## src/rtl/ae_util_pkg.sv

```systemverilog
// Shared helpers for counter sizing and tick-divider derivation.
//   cnt_width(term) : bits needed for a counter that must hold 'term' without wrapping
//   tick_term(div)  : terminal count of a divider that fires once every 'div' clocks
package ae_util_pkg;

  function automatic int unsigned cnt_width(input int unsigned term);
    return 32'($clog2(term)) + 32'd1;
  endfunction

  function automatic int unsigned tick_term(input int unsigned div);
    return div - 32'd1;
  endfunction

endpackage

```

## src/rtl/button_chan.sv

```systemverilog
// One switch/button channel: 2-flop synchroniser, tick-based debounce,
// edge pulses and long-press detection.
//   clk, rstb  : clock, synchronous active-low reset
//   tick       : shared debounce tick, one clk wide
//   in         : raw asynchronous level
//   out        : debounced level
//   rise/fall  : one-clk pulses on out edges
//   long_press : one-clk pulse when out has been high C_LONG_TICKS ticks
//   long_held  : level from long_press until out falls
module button_chan
  import ae_util_pkg::*;
#(
  parameter int unsigned C_DEB_TICKS  = 10,
  parameter int unsigned C_LONG_TICKS = 1000,
  parameter bit          C_ACTIVE_LOW = 1'b0
) (
  input  logic clk,
  input  logic rstb,
  input  logic tick,
  input  logic in,
  output logic out,
  output logic rise,
  output logic fall,
  output logic long_press,
  output logic long_held
);

  localparam int unsigned DEB_W  = cnt_width(C_DEB_TICKS - 1);
  localparam int unsigned HOLD_W = cnt_width(C_LONG_TICKS);

  logic              s1_q, s1_d;
  logic              s2_q, s2_d;
  logic              out_q, out_d;
  logic              rise_q, rise_d;
  logic              fall_q, fall_d;
  logic              lp_q, lp_d;
  logic              held_q, held_d;
  logic [DEB_W-1:0]  deb_q, deb_d;
  logic [HOLD_W-1:0] hold_q, hold_d;

  // State registers
  always_ff @(posedge clk) begin
    if (!rstb) begin
      s1_q   <= 1'b0;
      s2_q   <= 1'b0;
      out_q  <= 1'b0;
      rise_q <= 1'b0;
      fall_q <= 1'b0;
      lp_q   <= 1'b0;
      held_q <= 1'b0;
      deb_q  <= '0;
      hold_q <= '0;
    end else begin
      s1_q   <= s1_d;
      s2_q   <= s2_d;
      out_q  <= out_d;
      rise_q <= rise_d;
      fall_q <= fall_d;
      lp_q   <= lp_d;
      held_q <= held_d;
      deb_q  <= deb_d;
      hold_q <= hold_d;
    end
  end

  // Next-state logic
  always_comb begin
    s1_d   = in ^ C_ACTIVE_LOW;
    s2_d   = s1_q;
    out_d  = out_q;
    deb_d  = deb_q;
    hold_d = hold_q;
    lp_d   = 1'b0;

    // Any agreement, even for a single clk, restarts the debounce count
    if (s2_q == out_q) begin
      deb_d = '0;
    end else if (tick) begin
      if (deb_q == DEB_W'(C_DEB_TICKS - 1)) begin
        out_d = s2_q;
        deb_d = '0;
      end else begin
        deb_d = deb_q + DEB_W'(1);
      end
    end

    rise_d = out_d & ~out_q;
    fall_d = ~out_d & out_q;

    // Hold counter saturates, so long_press can fire only once per press
    if (!out_q) begin
      hold_d = '0;
    end else if (tick && (hold_q != HOLD_W'(C_LONG_TICKS))) begin
      hold_d = hold_q + HOLD_W'(1);
      lp_d   = (hold_q == HOLD_W'(C_LONG_TICKS - 1));
    end

    if (fall_d) begin
      held_d = 1'b0;
    end else if (lp_d) begin
      held_d = 1'b1;
    end else begin
      held_d = held_q;
    end
  end

  assign out        = out_q;
  assign rise       = rise_q;
  assign fall       = fall_q;
  assign long_press = lp_q;
  assign long_held  = held_q;

endmodule

```

## src/rtl/button_conditioner.sv

```systemverilog
// Multi-channel switch/button conditioner: shared debounce tick generator
// feeding C_CHANNELS independent button_chan instances.
//   clk, rstb  : clock, synchronous active-low reset
//   in         : raw asynchronous levels
//   out        : debounced levels
//   rise/fall  : one-clk edge pulses per channel
//   long_press : one-clk pulse per channel after C_LONG_TICKS ticks high
//   long_held  : level per channel from long_press until out falls
module button_conditioner
  import ae_util_pkg::*;
#(
  parameter int unsigned C_CHANNELS   = 4,
  parameter int unsigned C_TICK_DIV   = 100_000,
  parameter int unsigned C_DEB_TICKS  = 10,
  parameter int unsigned C_LONG_TICKS = 1000,
  parameter bit          C_ACTIVE_LOW = 1'b0
) (
  input  logic                  clk,
  input  logic                  rstb,
  input  logic [C_CHANNELS-1:0] in,
  output logic [C_CHANNELS-1:0] out,
  output logic [C_CHANNELS-1:0] rise,
  output logic [C_CHANNELS-1:0] fall,
  output logic [C_CHANNELS-1:0] long_press,
  output logic [C_CHANNELS-1:0] long_held
);

  localparam int unsigned TICK_TERM = tick_term(C_TICK_DIV);
  localparam int unsigned TICK_W    = cnt_width(TICK_TERM);

  logic [TICK_W-1:0] tick_cnt_q, tick_cnt_d;
  logic              tick_c;

  // Tick divider state
  always_ff @(posedge clk) begin
    if (!rstb) begin
      tick_cnt_q <= '0;
    end else begin
      tick_cnt_q <= tick_cnt_d;
    end
  end

  // Tick is decoded from the terminal count, so the first one lands on
  // the C_TICK_DIV-th clk after reset release
  always_comb begin
    tick_c     = (tick_cnt_q == TICK_W'(TICK_TERM));
    tick_cnt_d = tick_c ? '0 : (tick_cnt_q + TICK_W'(1));
  end

  for (genvar g = 0; g < int'(C_CHANNELS); g++) begin : g_chan
    button_chan #(
      .C_DEB_TICKS (C_DEB_TICKS),
      .C_LONG_TICKS(C_LONG_TICKS),
      .C_ACTIVE_LOW(C_ACTIVE_LOW)
    ) u_chan (
      .clk       (clk),
      .rstb      (rstb),
      .tick      (tick_c),
      .in        (in[g]),
      .out       (out[g]),
      .rise      (rise[g]),
      .fall      (fall[g]),
      .long_press(long_press[g]),
      .long_held (long_held[g])
    );
  end

endmodule

```

## config.mk

```make
export PLATFORM = sky130hd
export DESIGN_NAME = button_conditioner
export DESIGN_NICKNAME = d
export VERILOG_FILES = /design/src/rtl/ae_util_pkg.sv /design/src/rtl/button_chan.sv /design/src/rtl/button_conditioner.sv
export SDC_FILE = /design/constraint.sdc
export NUM_CORES = 1
export LEC_CHECK = 0
export CAP_MARGIN = 20
export CELL_PAD_IN_SITES_DETAIL_PLACEMENT = 1
export CELL_PAD_IN_SITES_GLOBAL_PLACEMENT = 2
export CORE_AREA = 2 2 134 110
export CTS_CLUSTER_DIAMETER = 100
export DETAILED_ROUTE_END_ITERATION = 16
export DIE_AREA = 0 0 136 112
export GPL_ROUTABILITY_DRIVEN = 0
export PLACE_DENSITY = 0.88
export SETUP_SLACK_MARGIN = 0.15
export SLEW_MARGIN = 20
export SYNTH_ARGS = -nofsm -noshare
export SYNTH_HDL_FRONTEND = slang
export SYNTH_HIERARCHICAL = 1
export SYNTH_SLANG_ARGS = --single-unit
export TNS_END_PERCENT = 10
```

## constraint.sdc

```tcl
create_clock -name clk -period 3.4 [get_ports clk]
set_input_delay 0.34 -clock clk [delete_from_list [all_inputs] [get_ports clk]]
set_output_delay 0.34 -clock clk [all_outputs]
set_load 0.01 [all_outputs]
```

; Word level (Yosys, flattened, before mapping)
; Cells that the tools add are included.
[totals]
out_inout_bits = 20
regBits = 110
input_bits = 6
elab_cells = 121
[op_classes]
muxes = 24
n_addsub = 9
bitwise_logic = 17
n_reduce_logical = 17
eq_ne = 17
[op_table]
columns = cell, count
row1 = $add A11 B1 Y11 const B, 4
row2 = $eq A11 B10 Y1 const B, 4
row3 = $ne A11 B10 Y1 const B, 4
row4 = $add A5 B1 Y5 const B, 4
row5 = $eq A5 B4 Y1 const B, 4
row6 = $mux W1, 20
row7 = $mux W5, 4
row8 = $add A18 B1 Y18 const B, 1
row9 = $eq A18 B17 Y1 const B, 1
row10 = $reduce_or A2 Y1, 9
row11 = $not A1 Y1, 9
row12 = $and A1 B1 Y1, 8
row13 = $reduce_and A2 Y1, 4
row14 = $eq A1 B1 Y1, 4
row15 = $logic_and A1 B1 Y1, 4

; Logic depth before layout (Yosys ltp)
; Gate-level depths: netlist (run 1).
[logic_depth]
word_depth = 7
depth_mapped = 9
mapped_depth_nobuf = 7

; Cells and area by module
; The synthesis (run 1) kept the hierarchy.
[by_module_without_submodules]
columns = mod, seq_area_each_um2, area_each_um2, instances, cells_per_inst
row1 = button_chan, 460.4, 1086.0, 4, 121
row2 = button_conditioner, 360.3, 840.8, 1, 92

; Worst setup path after synthesis (run 1)
; Ideal clock, no wire load.
[synth_timing]
path_type = reg2reg
startpoint = register tick_cnt_q[0]
endpoint = register g_chan[0].u_chan.hold_q[9]
path_stages_with_launch = 9
synth_period_minus_slack_ns = 2.535
setup_ns = 0.070
arrival_ns = 2.465
required_ns = 3.330
path_slack_ns = 0.865
n_path_buf = 1
cell_sequence = dfxtp_1 ha_1 nand4_4 or3_4 nor4_1 buf_2 nand4_2 or4_1 a21oi_1
[synth_via]
elab_chain_len = 2
[synth_lines]
columns = element, line
row1 = start: declaration, button_conditioner.sv:31  ; logic [TICK_W-1:0] tick_cnt_q, tick_cnt_d;
row2 = start signal: assignment, button_conditioner.sv:39  ; tick_cnt_q <= tick_cnt_d;
row3 = $eq A18 B17 Y1, button_conditioner.sv:46  ; tick_c = (tick_cnt_q == TICK_W'(TICK_TERM));
row4 = named net tick_c, button_conditioner.sv:32  ; logic tick_c;
row5 = $logic_and A1 B1 Y1, button_chan.sv:93  ; end else if (tick && (hold_q != HOLD_W'(C_LONG_TICKS))) begin
row6 = end signal: assignment, button_chan.sv:62  ; hold_q <= hold_d;
row7 = end: declaration, button_chan.sv:39  ; logic [HOLD_W-1:0] hold_q, hold_d;
; The timed path passes the listed nets, and every way through them passes these cells.
; A chain may end at the register's enable or synchronous reset.

; Worst setup path in the final report (run 1)
[layout_timing]
startpoint = register tick_cnt_q[0]
endpoint = register g_chan[1].u_chan.held_q
[layout_via]
elab_chain_len = 6
word_cells_on_any_way = 9
classes_between = eq/ne: 1 / mux: 4 / bitwise: 2 / reduce/logical: 2
[layout_lines]
columns = element, line
row1 = $eq A18 B17 Y1 *, button_conditioner.sv:46
row2 = named net tick_c, button_conditioner.sv:32
row3 = $mux W1, button_chan.sv:78  ; end else if (tick) begin
row4 = $mux W1, button_chan.sv:76  ; if (s2_q == out_q) begin
row5 = $not A1 Y1, button_chan.sv:88  ; fall_d = ~out_d & out_q;
row6 = $and A1 B1 Y1, button_chan.sv:88
row7 = $reduce_or A2 Y1 (no line), n/a
row8 = end signal: assignment, button_chan.sv:60  ; held_q <= held_d;
row9 = end: declaration, button_chan.sv:37  ; logic held_q, held_d;
; Mark *: on every way through the listed nets, which the timed path passes. The rest lies on a longest branch.

==> impl_metrics.ini, run 1 <==
[setup_path]
r2r_start = tick_cnt_q[0]
critical_path_arrival_ns = 3.16
cp_slowest_cell = nor4_1
criticalPathCategory = reg -> reg
cp.depth = 8
r2r_end = g_chan[1].u_chan/long_held
worst-path-buf-inv = 1
path_delay_family = simple AND/OR/NAND/NOR gates
end_kind = flip-flop
reg2reg_depth = 8
cp.required_ns = 3.70
endpoint = g_chan[1].u_chan/long_held
worstPathMaxFanout = 68
crit_chain = ha_1 -> nand4_4 -> or3_4 -> nor4_2 -> buf_12 -> nand4_2 -> nor4_1 -> o221a_1
max_stage_delay_ns = 0.47
cp-startpoint = tick_cnt_q[0]
start_kind = flip-flop
rrSetupSlack_ns = 0.54

[grt]
antenna_found_initial = 0
use_met3_pct = 5.05
top_usage_layer = met2
grt_use_total_pct = 16.6
grt_pass1_vias = 4306
overflow = 0
grt_max_degree = 69
grt_pass1_wl_mm = 20.5
grt_use_met1_pct = 21.4
met2_usage_pct = 26.4

[sta]
finalSetupTns_ns = 0
fin_skew_ns = 0.00820
slew_violations = 0
setup_slack_ns = 0.543
period_needed_ns = 2.86
hold_viol = 0
finalCritPeriodShare_pct = 84.0
fin_hold_ws_ns = 0.438
fmax_mhz = 350
rsz0062_at_grt = false
tightestPinTransition_ns = 0.853
slew_headroom_pct = 42.9
setup_viol = 0

[synth]
synth_top_area_cell = dfxtp_1
yosysSeqAreaShare_pct = 42.5
netlist.area_leader.share_pct = 42.5
syn_avg_cell_area_um2 = 9.00
syn_inst = 576
synth.area.top_cells = dfxtp_1, ha_1, xor2_1, a21oi_1, nand4_1
yosysMostFrequentCell = dfxtp_1
synth_nets = 599
yosys-top-cells-count = dfxtp_1, nand2_1, a21oi_1
ys_seq_elements = 110
ys_types = 39
synth-async-reset-ratio_pct = 0
synth_ff_type = dfxtp_1
yosysWarnings = 6
syn_area_um2 = 5180
synth_edf_count = 0

[finish]
drive_gt1_share_pct = 6.34
layout.nets = 617
antenna_cells = 0
synthToLayoutAreaGrowth_pct = 13.6
fillCellCount = 1628
fin_util_pct = 42.2

[cts]
clk_path_buf_depth = 2
cts_made_buffers = 9
cts_root_buf = clkbuf_16
worstSkewPairLatency_ns = 0.36
postCtsSetupRepairBufs = 0
h-tree-depth = 3
hold_buffers = 0
cts_tree = yes
clk_pin_slew_worst_paths_ns = 0.07
post_cts_resize_count = 0
cts.sinks = 110

[routing]
first_iter_violations = 199
ant_nets = 0
drt_pass1_iterations = 5
wl_mm = 11.7
via_count = 4281
detail_route.wl_per_cell_um = 14.9
route.detailed.drc = 0
via_per_inst = 5.47

[pwr]
finalPower_uw = 2340
p_per_area_nw_per_um2 = 398
p_leak_uw = 0.00186
vdd_ir_drop_max_mv = 0.261

[run_status]
status = completed

[die]
std_cell_rows = 39
die_w_um = 136
die_h_um = 112
core_um2 = 14000
fp.dieArea_um2 = 15200
initial_utilization_pct = 37.2
io-pin-count = 26

[placement]
portBuffers = 25
hpwl_mm = 8.26
dpl_worst_slack_ns = 0.510

[flow_run]
max-cap-violations = 0

[min_path]
worst_hold_path_type = reg -> reg
## placed cells by master, fill, tap and decap left out, types with 2 or more instances in the layout
cell type,count
clkbuf_8,2
nand3b_1,8
o21ai_0,17
and2_1,18
inv_1,24
nand4_1,28
o31ai_1,16
xnor2_1,12
and4b_1,4
nand4b_1,4
clkdlybuf4s50_1,25
nand4bb_1,4
a31o_2,4
nand2_1,46
nor4_1,9
nor2_1,30
nand2b_1,16
or3_1,17
or4_1,20
nand3_1,25
o21ai_1,4
a21boi_0,4
or3b_1,4
clkbuf_16,9
o221a_1,4
xor2_1,23
nor3_1,16
nor3b_1,8
buf_4,2
mux2i_1,4
a21oi_1,37
o41ai_1,4
ha_1,17
dfxtp_1,110
nand4_2,9
clkbuf_1,3
or2_2,4
## logic make-up (layout without fill, tap and decap cells)
group	count (synthesis)	after routing	share of synthesized area [%]
buffers and inverters	45	68	3.60
muxes	4	4	0.772
adders and majority gates	17	17	4.10
DFF	110	110	42.5
and+or+nand+nor	274	274	31.9
xor gates and xnor gates	35	35	5.91
AOI/OAI and AO/OA	91	91	11.2
## layer usage
layer,wire [um],up-vias
li1,-,2134
met1,5680,2094
met2,5450,39
met3,375,14
met4,197,0
met5,0,-
## layout make-up
cell class | count | area (um^2) | area share, %
clock buffer | 14 | 264 | 4.48
clock inverter | 2 | 16.3 | 0.276
inverter | 24 | 90.1 | 1.53
multi-input combinational | 421 | 2800 | 47.6
sequential | 110 | 2200 | 37.4
tap | 184 | 230 | 3.91
timing repair buffer | 28 | 285 | 4.84
## power breakdown
| part | switching, uW | total [uW] | internal [uW] |
|---|---|---|---|
| combinational | 19.2 | 34.0 | 14.8 |
| clock | 467 | 1010 | 540 |
| sequential | 7.79 | 1300 | 1290 |
## worst min path at each step
stage	start	end	slack [ns]	depth (start not counted)
after floorplan	g_chan[0].u_chan/s1_q	g_chan[0].u_chan/s2_q	0.41	1
after global placement	g_chan[3].u_chan/s1_q	g_chan[3].u_chan/s2_q	0.42	1
after detailed placement	g_chan[1].u_chan/s1_q	g_chan[1].u_chan/s2_q	0.42	1
after CTS	g_chan[3].u_chan/s1_q	g_chan[3].u_chan/s2_q	0.44	1
after global routing	g_chan[3].u_chan/s1_q	g_chan[3].u_chan/s2_q	0.46	1
final	g_chan[3].u_chan/s1_q	g_chan[3].u_chan/s2_q	0.44	1
## worst register-to-register path, delay by kind of cell (launching register included)
kind            cells  cell delay [ns]
simple gates        5             1.55
flops               1             0.40
buf+inv             1             0.33
fa+ha+maj           1             0.27
compound gates      1             0.25
## flip-flops by register name (all words and copies together) (netlist names)
| signal | count |
|---|---|
| g_chan.u_chan/deb_q | 20 |
| g_chan.u_chan/long_held | 4 |
| g_chan.u_chan/rise | 4 |
| g_chan.u_chan/out | 4 |
| tick_cnt_q | 18 |
| g_chan.u_chan/s1_q | 4 |
| g_chan.u_chan/s2_q | 4 |
| g_chan.u_chan/fall | 4 |
| g_chan.u_chan/hold_q | 44 |
| g_chan.u_chan/long_press | 4 |
## per-stage QoR
stage / std cells / instance area [um^2]
final: 783 / 5890
after CTS: 783 / 5890
after detailed placement: 767 / 5610
after global placement: 767 / 5610
after floorplan: 576 / 5180
after global routing: 783 / 5890
Power figures use the tool's default switching activity.
==> run 2, diff against run 1 <==
--- a/config.mk
+++ b/config.mk
@@ -8,12 +8,12 @@
 export CAP_MARGIN = 20
 export CELL_PAD_IN_SITES_DETAIL_PLACEMENT = 1
 export CELL_PAD_IN_SITES_GLOBAL_PLACEMENT = 2
-export CORE_AREA = 2 2 134 110
+export CORE_AREA = 2 2 142 116
 export CTS_CLUSTER_DIAMETER = 100
 export DETAILED_ROUTE_END_ITERATION = 16
-export DIE_AREA = 0 0 136 112
+export DIE_AREA = 0 0 144 118
 export GPL_ROUTABILITY_DRIVEN = 0
-export PLACE_DENSITY = 0.88
+export PLACE_DENSITY = 0.83
 export SETUP_SLACK_MARGIN = 0.15
 export SLEW_MARGIN = 20
 export SYNTH_ARGS = -nofsm -noshare
==> constraint.sdc (replaced) <==
create_clock -name clk -period 2.5 [get_ports clk]
set_input_delay 0.25 -clock clk [delete_from_list [all_inputs] [get_ports clk]]
set_output_delay 0.25 -clock clk [all_outputs]
set_load 0.01 [all_outputs]
==> run 2 against run 1 <==
Compared with the run above:
- clock skew down 0.0017 ns
- die area increased by 12%
- cell count is 7.9% higher
- hold slack got worse by 0.087 ns
- total power increased by 44%
- global-route usage is 0.054 points lower
- via count grew 3.5%
- utilization shrank 0.85 points
- critical path type unchanged
- critical endpoint is now g_chan[0].u_chan/hold_q[10]
- largest power group unchanged
==> impl_metrics.ini, run 2 (synthesized netlist as in run 1, its figures left out) <==
[finish]
largestRegisters = g_chan.u_chan/hold_q: 44 flops, g_chan.u_chan/deb_q: 20 flops, tick_cnt_q: 18 flops
drive_gt1_share_pct = 14.3
layout.nets = 649
antenna_cells = 0
mostFrequentLayoutCell = dfxtp_1
largest-register = g_chan.u_chan/hold_q
synthToLayoutAreaGrowth_pct = 24.0
layout_common_cells = dfxtp_1, nand2_1, a21oi_1, nor2_1, nand4_1
fin_util_pct = 41.4
largest_reg_flops = 44

[setup_path]
worst-path-buf-inv = 2
start_kind = flip-flop
path_delay_family = simple AND/OR/NAND/NOR gates
critical_path_arrival_ns = 2.64
crit_chain = ha_4 -> nand4_4 -> or3_4 -> nor4_4 -> buf_12 -> buf_12 -> nand4_4 -> or4_4 -> a21oi_2
max_stage_delay_ns = 0.57
cp.required_ns = 2.79
end_kind = flip-flop
reg2reg_depth = 9
cp-startpoint = tick_cnt_q[1]
worstPathMaxFanout = 7
cp.depth = 9
criticalPathCategory = reg -> reg
endpoint = g_chan[0].u_chan/hold_q[10]
r2r_start = tick_cnt_q[1]
r2r_end = g_chan[0].u_chan/hold_q[10]
cp_slowest_cell = or4_4
rrSetupSlack_ns = 0.15

[sta]
period_needed_ns = 2.35
tightestPinTransition_ns = 0.463
finalSetupTns_ns = 0
slew_violations = 0
fin_hold_ws_ns = 0.351
setup_slack_ns = 0.154
setup_viol = 0
hold_viol = 0
fin_skew_ns = 0.00655
finalCritPeriodShare_pct = 93.8
rsz0062_at_grt = true
slew_headroom_pct = 69.1
fmax_mhz = 426

[routing]
drt-met1-wl_mm = 6.33
ant_nets = 0
dr.max_layer_used = met4
via_count = 4430
drt_pass1_iterations = 4
dr_wl_met2_mm = 6.59
via_per_inst = 5.24
wl_mm = 13.4
first_iter_violations = 186
detail_route.wl_per_cell_um = 15.8
wl_met3_um = 303
route.detailed.drc = 0

[cts]
worstSkewPairLatency_ns = 0.36
h-tree-depth = 3
clk_pin_slew_worst_paths_ns = 0.07
cts_tree = yes
clk_path_buf_depth = 2
cts.sinks = 110
hold_buffers = 0
cts_root_buf = clkbuf_16
cts_made_buffers = 9

[placement]
dpl_worst_slack_ns = -0.000301
hpwl_mm = 8.90
portBuffers = 25

[flow_run]
max-cap-violations = 0

[pwr]
vdd_ir_drop_max_mv = 0.316
combPwrFrac_pct = 1.8
power.switching_uw = 719
p_per_area_nw_per_um2 = 527
p_leak_uw = 0.00212
internal_power_uw = 2670
swShare_pct = 21.2
seqPwrFrac_pct = 52.3
clock_power_share_pct = 45.9

[grt]
grt_pass1_vias = 4581
grt_use_total_pct = 16.5
antenna_found_initial = 0
overflow = 0
grt_max_degree = 22
grt_pass1_wl_mm = 22.8

[die]
io-pin-count = 26
fp.dieArea_um2 = 17000
core_um2 = 15500
die_h_um = 118
std_cell_rows = 41
initial_utilization_pct = 33.4
die_w_um = 144

[run_status]
status = completed

[min_path]
worst_hold_path_type = in -> reg
-- run 2: layout make-up --
cell class	instances	area, um^2
Inverter	24	90.1
Tap cell	215	269
Clock inverter	5	83.8
Timing Repair Buffer	60	601
Clock buffer	10	229
Multi-Input combinational cell	421	2950
Fill cell	1806	9110
Sequential cell	110	2210
-- run 2: power groups by stage --
stage | Combinational, uW | Sequential [uW] | Clock, uW
floorplan | 28.6 | 1810 | 0
global placement | 55.6 | 1810 | 0
detailed placement | 57.3 | 1810 | 0
CTS | 59.8 | 1770 | 1590
global route | 66.9 | 1770 | 1660
finish | 59.6 | 1770 | 1550
-- run 2: repair_timing --
action	CTS	global route
setup endpoints to repair	39	54
gates cloned	1	0
setup buffers	11	4
resized for setup	22	13
pin swaps	9	10
-- run 2: worst min-delay path by stage --
stage	start	to	slack (ns)	cells past startpoint
2_1_floorplan	rstb	tick_cnt_q[2]	0.37	1
3_3_place_gp	g_chan[2].u_chan/s1_q	g_chan[2].u_chan/s2_q	0.42	1
3_5_place_dp	g_chan[1].u_chan/s1_q	g_chan[1].u_chan/s2_q	0.43	1
4_1_cts	rstb	g_chan[1].u_chan/rise	0.32	3
5_1_grt	rstb	g_chan[0].u_chan/rise	0.37	3
6_report	rstb	g_chan[1].u_chan/rise	0.35	3
-- run 2: tightest hold or removal path, delay by kind of cell --
family                 cells  cell delay, ns
buffers and inverters      1            0.25
and+or+nand+nor            2            0.17
-- run 2: routing by layer --
| metal | up-vias | global-route usage (%) |
|---|---|---|
| met5 | - | 0 |
| met4 | 0 | 4.60 |
| met3 | 16 | 4.07 |
| met2 | 27 | 27.4 |
| met1 | 2179 | 21.3 |
| li1 | 2208 | - |
-- run 2: through the flow --
stage | total power, uW | area (um^2) | std cells
CTS | 3420 | 6350 | 841
finish | 3390 | 6430 | 845
global placement | 1870 | 5780 | 814
global route | 3500 | 6430 | 845
floorplan | 1840 | 5200 | 576
detailed placement | 1870 | 5780 | 814
==> run 3, diff against run 2 <==
--- a/config.mk
+++ b/config.mk
@@ -14,6 +14,7 @@
 export DIE_AREA = 0 0 144 118
 export GPL_ROUTABILITY_DRIVEN = 0
 export PLACE_DENSITY = 0.83
+export RECOVER_POWER = 100
 export SETUP_SLACK_MARGIN = 0.15
 export SLEW_MARGIN = 20
 export SYNTH_ARGS = -nofsm -noshare
==> run 3 against run 2 <==
Compared with the run above:
- register-to-register slack about the same
- die area unchanged
- total power about the same
- via count about the same
- setup slack got worse by 0.013 ns
- first-iteration DRC count increased by 5.4%
- critical endpoint is now g_chan[1].u_chan/hold_q[9]
- sequential power about the same
- clock power about the same
==> impl_metrics.ini, run 3 (synthesized netlist as in run 1, its figures left out) <==
[setup_path]
cpMostUsedCell = nand4_4
crit_chain = ha_4 -> nand4_4 -> or3_4 -> nor4_4 -> clkbuf_1 -> buf_6 -> nand4_4 -> or4_1 -> a21oi_1
r2r_start = tick_cnt_q[1]
cp.required_ns = 2.79
cp-startpoint = tick_cnt_q[1]
cp_slowest_cell = or4_1
criticalPathCategory = reg -> reg
reg2reg_depth = 9
end_kind = flip-flop
max_stage_delay_ns = 0.49
critical_path_arrival_ns = 2.65
r2r_end = g_chan[1].u_chan/hold_q[9]
start_kind = flip-flop
worstPathMaxFanout = 5
rrSetupSlack_ns = 0.14

[finish]
layout.nets = 649
synthToLayoutAreaGrowth_pct = 21.8
largest_reg_flops = 44
final_cells = 845
largestRegisters = g_chan.u_chan/hold_q: 44 flops, g_chan.u_chan/deb_q: 20 flops, tick_cnt_q: 18 flops
largest-register = g_chan.u_chan/hold_q
mostFrequentLayoutCell = dfxtp_1
drive_gt1_share_pct = 11.6
layout_common_cells = dfxtp_1, nand2_1, a21oi_1, nor2_1, nand4_1
antenna_cells = 0

[die]
std_cell_rows = 41
io-pin-count = 26
initial_utilization_pct = 33.4
fp.dieArea_um2 = 17000
core_um2 = 15500
die_h_um = 118
die_w_um = 144

[cts]
worstSkewPairLatency_ns = 0.36
clk_pin_slew_worst_paths_ns = 0.07
clk_path_buf_depth = 2
cts.sinks = 110
hold_buffers = 0
cts_made_buffers = 9
cts_root_buf = clkbuf_16
cts_tree = yes
h-tree-depth = 3

[min_path]
min_path_cells = 1
hp-start = g_chan[2].u_chan/s1_q
worst_hold_path_type = reg -> reg
min_to = g_chan[2].u_chan/s2_q

[grt]
grt_pass1_vias = 4581
overflow = 0
grt_pass1_wl_mm = 22.8
grt_use_total_pct = 16.5
grt_max_degree = 22
antenna_found_initial = 0

[run_status]
status = completed

[placement]
dp.cells = 814
hpwl_mm = 8.90
dpl_worst_slack_ns = -0.000301
portBuffers = 25

[sta]
hold_viol = 0
finalSetupTns_ns = 0
slew_violations = 0
slew_headroom_pct = 31.8
setup_slack_ns = 0.140
rsz0062_at_grt = true
fin_hold_ws_ns = 0.447
tightestPinTransition_ns = 1.02
finalCritPeriodShare_pct = 94.4
period_needed_ns = 2.36
setup_viol = 0
fin_skew_ns = 0.00762
fmax_mhz = 424

[flow_run]
max-cap-violations = 0

[routing]
ant_nets = 0
drt_pass1_iterations = 4
first_iter_violations = 196
route.detailed.drc = 0
wl_mm = 13.4
via_count = 4428
detail_route.wl_per_cell_um = 15.9
via_per_inst = 5.24

[pwr]
vdd_ir_drop_max_mv = 0.312
p_per_area_nw_per_um2 = 536
p_leak_uw = 0.00211
finalPower_uw = 3390
[run 3: cell types whose count changed in the layout (fill, tap and decap cells not counted), moves of 6 or more]
| cell | delta |
|---|---|
| dlygate4sd3_1 | +20 |
| buf_4 | -13 |
| clkbuf_1 | +12 |
| clkdlybuf4s50_1 | -20 |
| and2_0 | +6 |
| and2_1 | -6 |
[run 3: layer usage]
| layer | GRT usage, % | part of all wire [%] | up-vias |
|---|---|---|---|
| met5 | 0 | 0 | - |
| met4 | 4.60 | 1.2 | 0 |
| met3 | 4.07 | 2.8 | 15 |
| met2 | 27.4 | 50 | 42 |
| met1 | 21.3 | 46 | 2175 |
| li1 | - | - | 2196 |
[run 3: worst max path at each step]
stage	end	slack (ns)	cells past startpoint
after floorplan	g_chan[0].u_chan/hold_q[9]	0.13	8
after global placement	g_chan[0].u_chan/hold_q[9]	0.06	8
after detailed placement	g_chan[0].u_chan/hold_q[9]	-0.0003	8
after CTS	g_chan[3].u_chan/hold_q[10]	0.11	9
after global routing	g_chan[3].u_chan/long_held	0.01	9
final	g_chan[1].u_chan/hold_q[9]	0.14	9
[run 3: stage by stage]
stage / cell area (um^2) / util (%)
floorplan: 5200 / -
global route: 6320 / 40.6
CTS: 6350 / 40.9
finish: 6320 / 40.6
global placement: 5780 / 37.2
detailed placement: 5780 / 37.2
[run 3: what timing repair did]
item	in CTS	in global routing
setup buffers	11	4
gates cloned	1	0
setup endpoints to repair	39	54
pin swaps	9	10
resized for setup	22	13
[run 3: report_power, final]
part	internal (uW)	switching (uW)	leakage [uW]
clock network	878	685	0.000145
logic	23.3	30.7	0.00108
registers	1760	10.4	0.000890
total	2660	726	0.00211
[run 3: critical path: cells and delay by family, from the launching register on]
| kind | cells | cell delay [ns] |
|---|---|---|
| simple gates | 5 | 1.29 |
| buf+inv | 2 | 0.33 |
| compound gates | 1 | 0.15 |
| fa+ha+maj | 1 | 0.15 |
| flops | 1 | 0.36 |
[run 3: layout make-up]
type                            instances  area [um^2]
Tap cell                              215          269
Sequential cell                       110         2210
Inverter                               24         90.1
Clock buffer                           10          229
Clock inverter                          5         83.8
Timing Repair Buffer                   60          554
Fill cell                            1819         9230
Multi-Input combinational cell        421         2880
